`config.mk`:
```
export PLATFORM = sky130hd
export DESIGN_NAME = pc_fetch_unit
export DESIGN_NICKNAME = d
export VERILOG_FILES = /design/src/rtl/mips_pkg.sv /design/src/rtl/next_pc_mux.sv /design/src/rtl/pc_fetch_unit.sv
export SDC_FILE = /design/constraint.sdc
export NUM_CORES = 1
export LEC_CHECK = 0
export ABC_AREA = 1
export CAP_MARGIN = 10
export CORE_MARGIN = 2
export CORE_UTILIZATION = 46
export CTS_BUF_LIST = sky130_fd_sc_hd__clkbuf_4 sky130_fd_sc_hd__clkbuf_8
export DETAILED_ROUTE_END_ITERATION = 10
export GPL_TIMING_DRIVEN = 1
export MAX_ROUTING_LAYER = met4
export PLACE_DENSITY = 0.85
export SKIP_CTS_REPAIR_TIMING = 1
export SLEW_MARGIN = 10
export SYNTH_ARGS = -nofsm -noshare
export SYNTH_HDL_FRONTEND = slang
export SYNTH_SLANG_ARGS = --single-unit
```
`constraint.sdc`:
```
create_clock -name i_clk -period 2.7 [get_ports i_clk]
set_clock_uncertainty 0.1 [all_clocks]
set_input_delay 0.54 -clock i_clk [delete_from_list [all_inputs] [get_ports i_clk]]
set_output_delay 0.54 -clock i_clk [all_outputs]
set_load 0.005 [all_outputs]
```
`src/rtl/mips_pkg.sv`:
```
// -----------------------------------------------------------------------------
// mips_pkg
// Shared definitions for the MIPS32 front end: fetch FSM state encoding,
// PC arithmetic constants, jump-target field widths and a word-align helper.
// -----------------------------------------------------------------------------
package mips_pkg;

    // Fetch control FSM states, 2-bit encoding.
    typedef enum logic [1:0] {
        ST_BOOT   = 2'd0,
        ST_RUN    = 2'd1,
        ST_HALTED = 2'd2,
        ST_ERROR  = 2'd3
    } fetch_state_t;

    localparam logic [31:0] PC_INC           = 32'd4;
    localparam logic [31:0] RESET_PC_DEFAULT = 32'h0000_0000;

    // J-type target: {pc4[31:28], instr[25:0], 2'b00}
    localparam int JMP_INDEX_W  = 26;
    localparam int JMP_REGION_W = 4;

    // Clears the byte-offset bits so the address lands on a word boundary.
    function automatic logic [31:0] align_word(input logic [31:0] addr);
        return {addr[31:2], 2'b00};
    endfunction

endpackage

```
`src/rtl/next_pc_mux.sv`:
```
// -----------------------------------------------------------------------------
// next_pc_mux
// Combinational next-PC selection for the fetch stage. Priority, highest
// first: jr, jmp, br_taken, sequential. Stall and halt are handled by the
// caller, which decides whether the selected target is used at all.
//
// Ports:
//   i_pc_plus4   - sequential successor of the current PC
//   i_jr         - JR/JALR in ID, target is i_jr_target
//   i_jr_target  - rs register value
//   i_jmp        - J/JAL in ID
//   i_jmp_index  - instr[25:0]
//   i_br_taken   - conditional branch resolved taken in ID
//   i_br_offset  - sign-extended word offset
//   i_id_pc4     - PC+4 of the instruction in ID (redirect base)
//   o_target     - selected next PC (may be misaligned for jr)
//   o_misaligned - o_target[1:0] is non-zero
// -----------------------------------------------------------------------------
module next_pc_mux
    import mips_pkg::*;
(
    input  logic [31:0]            i_pc_plus4,
    input  logic                   i_jr,
    input  logic [31:0]            i_jr_target,
    input  logic                   i_jmp,
    input  logic [JMP_INDEX_W-1:0] i_jmp_index,
    input  logic                   i_br_taken,
    input  logic [31:0]            i_br_offset,
    input  logic [31:0]            i_id_pc4,
    output logic [31:0]            o_target,
    output logic                   o_misaligned
);

    logic [31:0] w_jmp_target;
    logic [31:0] w_br_target;

    // Jump keeps the 256 MB region of the ID-stage PC+4; the branch offset is
    // a word count, so it is scaled by 4 and added with plain 32-bit wrap.
    assign w_jmp_target = {i_id_pc4[31:32-JMP_REGION_W], i_jmp_index, 2'b00};
    assign w_br_target  = i_id_pc4 + (i_br_offset << 2);

    // Priority select; lower-priority redirects presented together are dropped.
    always_comb begin
        o_target = i_pc_plus4;
        if (i_jr) begin
            o_target = i_jr_target;
        end else if (i_jmp) begin
            o_target = w_jmp_target;
        end else if (i_br_taken) begin
            o_target = w_br_target;
        end
    end

    // Only the jr path can actually yield non-zero low bits.
    assign o_misaligned = (o_target[1:0] != 2'b00);

endmodule

```
`src/rtl/pc_fetch_unit.sv`:
```
// -----------------------------------------------------------------------------
// pc_fetch_unit
// Program-counter stage of the MIPS32 pipeline. Holds the PC register, the
// BOOT/RUN/HALTED/ERROR control FSM and the sticky misaligned-target flag.
//
// Parameters:
//   RESET_PC    - PC loaded on reset
//   HALT_ON_ERR - 1: misaligned target freezes the PC and enters ERROR
//                 0: misaligned target is force-aligned and fetch continues
//
// Ports:
//   i_clk, i_rst     - rising-edge clock, synchronous active-high reset
//   i_stall          - hazard stall, freezes PC and ignores halt/redirects
//   i_halt           - halt decoded, stop fetching
//   i_br_taken, i_br_offset, i_jmp, i_jmp_index, i_jr, i_jr_target, i_id_pc4
//                    - redirect requests from ID
//   o_pc             - current fetch address (registered)
//   o_pc_plus4       - o_pc + 4 (combinational)
//   o_pc_valid       - FSM in RUN
//   o_halted         - FSM in HALTED
//   o_misalign_err   - sticky misaligned-target flag
// -----------------------------------------------------------------------------
module pc_fetch_unit
    import mips_pkg::*;
#(
    parameter logic [31:0] RESET_PC    = RESET_PC_DEFAULT,
    parameter bit          HALT_ON_ERR = 1'b1
) (
    input  logic        i_clk,
    input  logic        i_rst,
    input  logic        i_stall,
    input  logic        i_halt,
    input  logic        i_br_taken,
    input  logic [31:0] i_br_offset,
    input  logic        i_jmp,
    input  logic [25:0] i_jmp_index,
    input  logic        i_jr,
    input  logic [31:0] i_jr_target,
    input  logic [31:0] i_id_pc4,
    output logic [31:0] o_pc,
    output logic [31:0] o_pc_plus4,
    output logic        o_pc_valid,
    output logic        o_halted,
    output logic        o_misalign_err
);

    fetch_state_t r_state;
    fetch_state_t w_state_next;
    logic [31:0]  r_pc;
    logic [31:0]  w_pc_next;
    logic         r_misalign;
    logic         w_misalign_next;
    logic [31:0]  w_pc_plus4;
    logic [31:0]  w_target;
    logic         w_misaligned;

    assign w_pc_plus4 = r_pc + PC_INC;

    next_pc_mux u_next_pc_mux (
        .i_pc_plus4   (w_pc_plus4),
        .i_jr         (i_jr),
        .i_jr_target  (i_jr_target),
        .i_jmp        (i_jmp),
        .i_jmp_index  (i_jmp_index),
        .i_br_taken   (i_br_taken),
        .i_br_offset  (i_br_offset),
        .i_id_pc4     (i_id_pc4),
        .o_target     (w_target),
        .o_misaligned (w_misaligned)
    );

    // Next-state logic. Everything holds by default; only RUN moves the PC.
    // Stall outranks halt so the hazard unit can re-present a halt later.
    always_comb begin
        w_state_next    = r_state;
        w_pc_next       = r_pc;
        w_misalign_next = r_misalign;
        unique case (r_state)
            ST_BOOT: begin
                w_state_next = ST_RUN;
            end
            ST_RUN: begin
                if (i_stall) begin
                    w_state_next = ST_RUN;
                end else if (i_halt) begin
                    w_state_next = ST_HALTED;
                end else if (w_misaligned) begin
                    w_misalign_next = 1'b1;
                    if (HALT_ON_ERR) begin
                        w_state_next = ST_ERROR;
                    end else begin
                        w_pc_next = align_word(w_target);
                    end
                end else begin
                    w_pc_next = w_target;
                end
            end
            ST_HALTED: begin
                w_state_next = ST_HALTED;
            end
            ST_ERROR: begin
                w_state_next = ST_ERROR;
            end
            default: begin
                w_state_next = ST_BOOT;
            end
        endcase
    end

    // State, PC and sticky flag registers; reset wins over every other input.
    always_ff @(posedge i_clk) begin
        if (i_rst) begin
            r_state    <= ST_BOOT;
            r_pc       <= RESET_PC;
            r_misalign <= 1'b0;
        end else begin
            r_state    <= w_state_next;
            r_pc       <= w_pc_next;
            r_misalign <= w_misalign_next;
        end
    end

    assign o_pc           = r_pc;
    assign o_pc_plus4     = w_pc_plus4;
    assign o_pc_valid     = (r_state == ST_RUN);
    assign o_halted       = (r_state == ST_HALTED);
    assign o_misalign_err = r_misalign;

endmodule

```
Word-level counts from Yosys, hierarchy flattened
Cells that the tools add are included.

Flip-flop bits (word level): 35. Latch bits: 0. RAM bits: 0. Bits in read-only memories: 0. Output and inout port bits: 67. Memories kept: 0.

$add $sub $neg: 2. Multiply operators: 0. Div/mod/pow operators: 0. Order comparisons: 0. Eq/ne operators: 4. Shift operators: 0. Mux-type cells: 7. Bitwise logic cells: 3. Reductions and logical operators: 4.

Operator list (number): two-way mux 32 bit (3); adder 32 x 3 -> 32 bit (second input constant) (1); adder 32 bit (1); one-hot mux 2 bit (4 select lines) (1); AND reduction 4 bit (2); two-way mux 2 bit (3); == test 2 bit (second input constant) (2); inequality test 4 x 3 -> 1 bit (second input constant) (1); NOT 1 bit (3); == test 2 x 1 -> 1 bit (second input constant) (1); zero test 2 bit (1); nonzero test 2 bit (1).

Logic depth before layout (Yosys ltp)
Gate-level depths: netlist of the first run.

Depth after elaboration: 9. Mapped depth: 16. Mapped depth without buffers: 16.

Hierarchy
From an unflattened synthesis of the first run, not the netlist that was laid out.

Cells, all modules: 986. Area total of the unflattened synthesis: 5298.8 um^2.

Modules (own cells, without submodules): next_pc_mux (times used 1, cells each 660, area an instance 3174.3 um^2); pc_fetch_unit (times used 1, cells each 326, area an instance 2124.5 um^2).

Least setup slack after synthesis of the first run
Ideal clock, no wire load.

Path kind: input to register. Start: input port i_br_offset[0]. End: register r_pc[30] (netlist: o_pc[30]). Library setup time: 0.112 ns. Arrival: 2.057 ns. Required time: 2.488 ns. Setup slack: 0.431 ns. Stages on the path: 16. Cells stage by stage: ha_1 fa_1 nand2_1 inv_1 nand2_1 nand3_1 nand3_1 nand3b_1 nand2_1 nand2_1 nand2_1 nand3_1 nand2_1 nand2_1 nand2_1 nand2_1.

Word-level cells in the longest chain between the ends: 4.

RTL lines: start, declared (line pc_fetch_unit.sv:34) `input logic [31:0] i_br_offset,`; adder 32 bit (line next_pc_mux.sv:40) `assign w_br_target = i_id_pc4 + (i_br_offset << 2);`; two-way mux 32 bit (line next_pc_mux.sv:49) `end else if (i_br_taken) begin`; two-way mux 32 bit (line next_pc_mux.sv:47) `end else if (i_jmp) begin`; two-way mux 32 bit (line next_pc_mux.sv:45) `if (i_jr) begin`; end signal, assigned (line pc_fetch_unit.sv:118) `r_pc <= w_pc_next;`; end, declared (line pc_fetch_unit.sv:49) `logic [31:0] r_pc;`.

No other way between the ends. A chain may end at the register's enable or synchronous reset.

Worst setup path in the final report of the first run
Start: register r_pc[2] (netlist: o_pc[2]). End: output port o_pc_plus4[16].

Word-level cells in the longest chain between the ends: 1.

RTL lines: adder 32 x 3 -> 32 bit (line pc_fetch_unit.sv:57) `assign w_pc_plus4 = r_pc + PC_INC;`; end, declared (line pc_fetch_unit.sv:41) `output logic [31:0] o_pc_plus4,`.

No other way between the ends.

==> results.toml, run 1 <==
[status]
outcome = "finished, violations left"
violations = "negative setup slack"

[yosys]
syn-num-nets = 1091
synth_cell_types = 45
muxShareOfSynthArea_pct = 0.3979
synth_ff_type = "dfxtp_1"
ys_seq_elements = 35
synth_cells = 931
syn_area_per_cell_um2 = 5.404
synthXorXnorAreaFrac_pct = 4.700
postSynth.asyncResetShare_pct = 0
yosys_warnings = 0
yosys.area_share.adder_pct = 7.859
synth_compound_area_share_pct = 14.23
synth.cell_area_um2 = 5031
seq_area_frac_synth_pct = 13.93
synth_top_family_by_area = "simple AND/OR/NAND/NOR gates"
synthSimpleGateAreaFrac_pct = 46.58
synth_edf_count = 0

[die]
core-area_um2 = 10750
rows = 38
die-area_um2 = 11790
die_h_um = 108.6
start_util_pct = 46.82
num_io_pins = 196
fp.dieW_um = 108.6

[sta]
timing.fmax_ghz = 0.3580
layout_setup_ws_ns = -0.09338
hold_violations = 0
worstMarginPinSlew_ns = 0.4573
finalMaxSlewViolations = 0
finalCriticalPeriod_ns = 2.793
rsz0062_at_grt = "yes"
fin_crit_sh_pct = 103.5
relSlewSlack_pct = 69.47
finalSetupTns_ns = -0.3854
setup-violations-final = 7

[setup_path]
worstPathRequired_ns = 2.06
crit_buf_inv = 1
path_cells = "ha_4 -> nand2_2 -> nor3_4 -> nand3_2 -> xor2_1 -> clkdlybuf4s50_1"
reg2reg_from = "o_pc[2]$_SDFFE_PP0P_"
arrival_ns = 2.15
ff2ff_setup_slack_ns = 0.71
crit_family = "buffers and inverters"
r2r_end = "o_pc[14]$_SDFFE_PP0P_"
path_class = "reg -> out"
cp-start-kind = "flip-flop"
path_depth = 6
crit_fanout = 3
end_kind = "primary output"
cp-endpoint = "o_pc_plus4[16]"
critPathLaunch = "o_pc[2]$_SDFFE_PP0P_"
crit_slowest_cell = "clkdlybuf4s50_1"
r2r_cells = 13
cpPeakStageDelay_ns = 0.56

[power_and_ir_drop]
power_density_nw_per_um2 = 266.6
switching_power_mw = 0.7518
internal-power_mw = 1.385
comb_power_share_pct = 46.5
switching_share_pct = 35.18
power.total_mw = 2.137
p_seq_share_pct = 25.7
power_frac_clock_pct = 27.8
max-vdd-ir-drop_mv = 0.2105
leakage_nw = 4.106

[clock_tree]
path_clk_slew_ns = 0.09
clk_latency_ns = 0.30
cts_tree = "done"
cts_buffer_depth = 2
clock-root-buffer = "clkbuf_8"
cts.sinks = 35
cts.htree.levels = 2
cts_buffers = 5

[cells_and_area]
drive_gt1_share_pct = 15.04
final_common_cell = "nand2_1"
antenna_cells = 0
mostFrequentLayoutCells = "nand2_1 (321), clkdlybuf4s50_1 (182), inv_1 (109)"
syn_to_final_growth_pct = 59.31
stdcell_area_um2 = 8015
nets = 1336
final_util_pct = 74.59
stdcell_count = 1317

[drt]
route.top_layer_used = "met4"
wl_met3_mm = 2.105
routed-wl-met2_mm = 9.579
via_count = 7093
wl_met1_mm = 7.995
drc = 0
via_per_inst = 5.386
wirelength_mm = 20.40
drtIter0Drc = 537
ant_nets = 0
dr.pass1.iters = 5
wire_per_inst_um = 15.49

[global_route]
grt_max_degree = 40
grt_pass1_wl_mm = 30.59
grt_pass1_vias = 6527
overflow = 0
grt_util_all_layers_pct = 34.04
antenna_found_initial = 0

[hold_path]
hold_path_class = "reg -> reg"

[placed_design]
placed_cells = 1299
io_buffers = 193
place_congestion = 0.9805
hpwl_mm = 16.16
place_area_um2 = 7437

[flow_run]
drv_cap = 0
tightest hold or removal path, cell delays in order, from the launching register on:
cell	delay, ns
dfxtp_2	0.34
nand2_1	0.07
nand2_1	0.05
routing by layer:
| metal | vias to the layer above | track usage, % |
|---|---|---|
| met2 | 389 | 57.68 |
| met3 | 66 | 6.631 |
| met5 | - | - |
| met1 | 3178 | 40.52 |
| met4 | 0 | 10.90 |
| li1 | 3460 | - |
layout make-up:
type                       count  area, µm²
multi-input combinational    747       4011
fill                         945       2730
timing repair buffer         263       2489
sequential                    35      735.7
inverter                     124      467.9
tap                          140      175.2
clock buffer                   5      68.82
clock inverter                 3      67.56
flip-flops by register name (all words and copies together) (netlist names):
register        cells
r_state             2
o_misalign_err      1
o_pc               32
per-stage QoR:
stage	worst slack (ns)	hold WS (ns)
detailed placement	-0.2093	0.3808
CTS	-0.2882	0.4038
global placement	-0.1846	0.3587
finish	-0.09338	0.3976
global route	-0.1548	0.4221
floorplan	0.4313	0.3591
synthesized netlist by cell type, types with 7 or more instances:
library cell | count | area share (%)
a21oi_1 | 58 | 5.8
clkbuf_1 | 13 | 0.97
dfxtp_1 | 35 | 14
ha_1 | 30 | 7.5
inv_1 | 113 | 8.4
inv_2 | 8 | 0.60
nand2_1 | 334 | 25
nand3_1 | 63 | 6.3
nand3b_1 | 10 | 1.5
nand4_1 | 11 | 1.4
nor2_1 | 107 | 8.0
nor3_1 | 9 | 0.90
o211ai_1 | 7 | 1.0
o21ai_0 | 24 | 2.4
o21ai_1 | 24 | 2.4
xnor2_1 | 7 | 1.2
xor2_1 | 20 | 3.5
how the worst min path moves through the flow:
stage | start | endpoint | slack, ns | cells past startpoint
after CTS | o_pc[18]$_SDFFE_PP0P_ | o_pc[18]$_SDFFE_PP0P_ | 0.40 | 2
after floorplan | o_pc[0]$_SDFFE_PP0P_ | o_pc[0]$_SDFFE_PP0P_ | 0.36 | 2
final | o_pc[18]$_SDFFE_PP0P_ | o_pc[18]$_SDFFE_PP0P_ | 0.40 | 2
after global placement | o_misalign_err$_SDFFE_PP0P_ | o_misalign_err$_SDFFE_PP0P_ | 0.36 | 2
after detailed placement | o_misalign_err$_SDFFE_PP0P_ | o_misalign_err$_SDFFE_PP0P_ | 0.38 | 2
after global routing | o_misalign_err$_SDFFE_PP0P_ | o_misalign_err$_SDFFE_PP0P_ | 0.42 | 2
power groups by stage:
stage | Sequential [mW] | Clock [mW] | Combinational (mW)
6_report | 0.549 | 0.594 | 0.993
3_5_place_dp | 0.561 | 0 | 0.966
3_3_place_gp | 0.561 | 0 | 0.954
2_1_floorplan | 0.559 | 0 | 0.501
5_1_grt | 0.551 | 0.612 | 1.09
4_1_cts | 0.549 | 0.591 | 0.973
cell families (layout without fill, tap and decap cells):
logic type | Yosys count | after routing
AO/OA/AOI/OAI | 130 | 130
XOR/XNOR | 27 | 27
adder cells (fa/ha/maj) | 31 | 31
buffers and inverters | 149 | 395
flip-flops | 35 | 35
multiplexers | 2 | 2
AND/OR/NAND/NOR | 557 | 557
(Power assumes the default switching activity.)
==> inputs of run 2 (changes only) <==
- GPL_TIMING_DRIVEN: 1 -> 0
==> run 2 against run 1 <==
- the flow still finishes with violations (negative setup slack)
- final area fell by 1.2%
- first-iteration DRC count up 14%
- sequential power is 1% lower
- final cell count shrank 1.8%
- worst hold slack worse by 0.017 ns
- register-to-register slack worse by 0.20 ns
- clock-buffer cell count rose by 1
- largest cell class unchanged
==> results.toml, run 2 (same netlist as run 1, synthesis figures left out) <==
[sta]
hold_violations = 0
timing.fmax_ghz = 0.3556
rsz0062_at_grt = "yes"
finalMaxSlewViolations = 0
worstMarginPinSlew_ns = 0.6225
setup-violations-final = 1
fin_crit_sh_pct = 104.1
layout_setup_ws_ns = -0.1120
finalCriticalPeriod_ns = 2.812
finalSetupTns_ns = -0.1120
relSlewSlack_pct = 58.50

[power_and_ir_drop]
leakage_nw = 4.073
power_frac_clock_pct = 21.1
switching_power_mw = 0.7358
comb_power_share_pct = 50.0
internal-power_mw = 1.148
max-vdd-ir-drop_mv = 0.2281
p_seq_share_pct = 28.8
power_density_nw_per_um2 = 237.8
switching_share_pct = 39.06

[die]
die-area_um2 = 11790
fp.dieW_um = 108.6
num_io_pins = 196
rows = 38
die_h_um = 108.6
start_util_pct = 46.82
core-area_um2 = 10750

[placed_design]
place_congestion = 1.007
io_buffers = 192
hpwl_mm = 16.90

[drt]
dr.pass1.iters = 5
wire_per_inst_um = 16.26
drc = 0
via_count = 6917
drtIter0Drc = 614
ant_nets = 0
wirelength_mm = 21.02
via_per_inst = 5.350

[setup_path]
r2r_end = "o_pc[18]$_SDFFE_PP0P_"
reg2reg_from = "o_pc[3]$_SDFFE_PP0P_"
crit_slowest_cell = "clkdlybuf4s50_1"
cp-start-kind = "flip-flop"
arrival_ns = 2.17
ff2ff_setup_slack_ns = 0.51
crit_fanout = 5
r2r_cells = 14
path_cells = "ha_4 -> nand2_4 -> nor3_4 -> buf_4 -> nand3b_1 -> nand2_1 -> clkdlybuf4s50_1"
path_class = "reg -> out"
end_kind = "primary output"
cpPeakStageDelay_ns = 0.50
worstPathRequired_ns = 2.06

[global_route]
grt_max_degree = 12
grt_util_all_layers_pct = 34.74
grt_pass1_wl_mm = 30.30
grt_pass1_vias = 6054
overflow = 0
antenna_found_initial = 0

[cells_and_area]
final_util_pct = 73.71
final_common_cell = "nand2_1"
largest_reg_flops = 32
mostFrequentLayoutCells = "nand2_1 (319), clkdlybuf4s50_1 (173), inv_1 (110)"
syn_to_final_growth_pct = 57.42
antenna_cells = 0
drive_gt1_share_pct = 13.27
nets = 1312

[clock_tree]
cts_buffer_depth = 2
clock-root-buffer = "clkbuf_8"
clk_latency_ns = 0.30
cts.htree.levels = 2
cts_tree = "done"
cts.sinks = 35
cts_buffers = 5
path_clk_slew_ns = 0.08

[flow_run]
drv_cap = 0

[status]
outcome = "finished, violations left"
violations = "negative setup slack"

[hold_path]
hold_start = "o_pc[1]$_SDFFE_PP0P_"
hold_path_class = "reg -> reg"
hold_depth = 2
holdPathEnd = "o_pc[1]$_SDFFE_PP0P_"
## run 2: how the worst max path moves through the flow
stage,startpoint,endpoint,cells past startpoint
floorplan,i_br_offset[0],o_pc[30]$_SDFFE_PP0P_,16
global placement,i_br_offset[0],o_pc[30]$_SDFFE_PP0P_,17
detailed placement,i_br_offset[0],o_pc[30]$_SDFFE_PP0P_,17
CTS,o_pc[3]$_SDFFE_PP0P_,o_pc_plus4[10],6
global route,o_pc[3]$_SDFFE_PP0P_,o_pc_plus4[24],7
finish,o_pc[3]$_SDFFE_PP0P_,o_pc_plus4[24],7
## run 2: area by class of cell
class | count | area, µm²
timing repair buffer | 214 | 2131
fill | 983 | 2825
inverter | 124 | 467.9
sequential | 35 | 773.2
clock buffer | 6 | 76.32
clock inverter | 2 | 12.51
multi-input combinational | 747 | 4133
buffer | 25 | 151.4
tap | 140 | 175.2
## run 2: power by group through the flow
stage	combinational (mW)	clock (mW)	sequential, mW
floorplan	0.501	0	0.559
global placement	0.895	0	0.564
detailed placement	0.903	0	0.564
CTS	0.909	0.408	0.552
global route	1.04	0.424	0.545
finish	0.943	0.398	0.543
## run 2: stage by stage
stage	total power [mW]	cell area (µm²)	hold slack [ns]	std cells	setup slack (ns)
4_1_cts	1.869	7217	0.3784	1271	-0.5106
2_1_floorplan	1.060	5031	0.3591	931	0.4313
5_1_grt	2.007	7920	0.4034	1293	-0.1874
3_5_place_dp	1.467	7128	0.3603	1263	-0.4526
3_3_place_gp	1.459	7128	0.3608	1263	-0.4158
6_report	1.884	7920	0.3805	1293	-0.1120
## run 2: per-layer routing
| metal | wire [µm] | track usage [%] | vias up | share of wire [%] |
|---|---|---|---|---|
| met1 | 8701 | 44.29 | 3100 | 41 |
| met3 | 1950 | 5.967 | 46 | 9.3 |
| met2 | 9802 | 57.77 | 347 | 47 |
| met5 | 0 | - | - | 0 |
| li1 | - | - | 3424 | - |
| met4 | 565 | 7.234 | 0 | 2.7 |
## run 2: critical path: cells and delay by family, from the launching register on
family,cells,cell delay (ns)
buffers and inverters,2,0.69
and+or+nand+nor,4,0.58
DFF,1,0.41
adders and majority gates,1,0.18
==> inputs of run 3 (changes only) <==
- CORE_MARGIN: 2 -> 4
==> run 3 against run 2 <==
- the flow still finishes with violations (negative setup slack)
- sequential power about the same
- worst hold slack worse by 0.0042 ns
- clock-buffer cell count unchanged
- die area up 7.5%
- first-iteration DRC count up 13%
- non-clock buffer count up 9
- total power up 1.2%
- setup slack better by 0.099 ns
- global-route usage down 2.8 points
- final cell count up 0.31%
- wire length up 2.8%
- critical endpoint is now o_pc_plus4[18]
- largest cell class unchanged
==> results.toml, run 3 (same netlist as run 1, synthesis figures left out) <==
[drt]
wirelength_mm = 21.61
wire_per_inst_um = 16.66
drtIter0Drc = 695
ant_nets = 0
via_count = 7023
drc = 0
via_per_inst = 5.415
dr.pass1.iters = 5

[power_and_ir_drop]
power_density_nw_per_um2 = 242.1
leakage_nw = 4.019
max-vdd-ir-drop_mv = 0.1902

[setup_path]
crit_fanout = 5
path_class = "reg -> out"
arrival_ns = 2.07
end_kind = "primary output"
cp-start-kind = "flip-flop"
worstPathRequired_ns = 2.06

[status]
violations = "negative setup slack"
outcome = "finished, violations left"

[die]
start_util_pct = 47.87
core-area_um2 = 10510
rows = 37
die-area_um2 = 12670
fp.dieW_um = 112.6
die_h_um = 112.6
num_io_pins = 196

[cells_and_area]
syn_to_final_growth_pct = 56.58
mostFrequentLayoutCells = "nand2_1 (322), clkdlybuf4s50_1 (177), inv_1 (111)"
stdcell_count = 1297
stdcell_area_um2 = 7878
nets = 1321
largest_reg_flops = 32
drive_gt1_share_pct = 12.92
final_common_cell = "nand2_1"
fillCellCount = 912
antenna_cells = 0

[flow_run]
drv_cap = 0

[global_route]
grt_max_degree = 11
grt_util_all_layers_pct = 31.94
grt_pass1_vias = 6235
grt_pass1_wl_mm = 31.68
overflow = 0
antenna_found_initial = 0

[placed_design]
placed_cells = 1259
hpwl_mm = 17.16
place_ws_ns = -0.4674
place_area_um2 = 7123
place_congestion = 1.033
io_buffers = 192

[sta]
hold_slack_ns = 0.3763
setup-violations-final = 1
timing.fmax_ghz = 0.3686
hold_violations = 0
worstMarginPinSlew_ns = 0.6566
finalSetupTns_ns = -0.01305
finalMaxSlewViolations = 0
relSlewSlack_pct = 56.22
finalCriticalPeriod_ns = 2.713
rsz0062_at_grt = "yes"
layout_setup_ws_ns = -0.01305
fin_crit_sh_pct = 100.5

[clock_tree]
cts_buffer_depth = 2
clock-root-buffer = "clkbuf_8"
cts.sinks = 35
cts.htree.levels = 2
path_clk_slew_ns = 0.08
cts_tree = "done"
clk_latency_ns = 0.29
cts_buffers = 5

[hold_path]
hold_path_class = "reg -> reg"
[run 3: worst max-delay path: stages, from the launching register on]
cell	delay, ns
dfxtp_4	0.40
ha_4	0.17
nand2_4	0.07
nor3_4	0.21
buf_6	0.14
nand3_4	0.13
buf_6	0.15
nor2_4	0.11
xor2_2	0.21
inv_1	0.06
clkbuf_2	0.11
[run 3: path summary, 6_finish.rpt]
path / to / cells past startpoint / start / slack, ns
max: o_pc_plus4[18] / 10 / o_pc[3]$_SDFFE_PP0P_ / -0.01
min reg2reg: o_pc[26]$_SDFFE_PP0P_ / 2 / o_pc[26]$_SDFFE_PP0P_ / 0.38
min: o_pc[26]$_SDFFE_PP0P_ / 2 / o_pc[26]$_SDFFE_PP0P_ / 0.38
max reg2reg: o_pc[18]$_SDFFE_PP0P_ / 16 / o_pc[3]$_SDFFE_PP0P_ / 0.35
[run 3: final cells by class]
class | instances | area [µm²] | share of cell area (%)
clock buffer | 6 | 82.58 | 1.048
multi-input combinational | 747 | 4045 | 51.35
tap | 136 | 170.2 | 2.160
sequential | 35 | 763.2 | 9.689
inverter | 124 | 467.9 | 5.940
timing repair buffer | 223 | 2192 | 27.83
buffer | 25 | 151.4 | 1.922
clock inverter | 1 | 5.005 | 0.06353
[run 3: where the power goes]
group          total, mW  internal [mW]  switching, mW
sequential         0.546          0.522         0.0235
clock              0.404          0.201          0.203
combinational      0.957          0.444          0.513
[run 3: metrics by stage]
stage | power (mW) | utilization, %
floorplan | 1.060 | -
global placement | 1.465 | 67.78
detailed placement | 1.469 | 67.78
CTS | 1.866 | 68.62
global route | 2.023 | 74.96
finish | 1.907 | 74.96
[run 3: per-layer routing]
| layer | GRT usage, % | wire length, µm | vias to the layer above |
|---|---|---|---|
| li1 | - | - | 3424 |
| met1 | 42.85 | 9203 | 3128 |
| met2 | 50.04 | 9653 | 409 |
| met3 | 5.283 | 2112 | 62 |
| met4 | 8.013 | 635 | 0 |
| met5 | - | 0 | - |
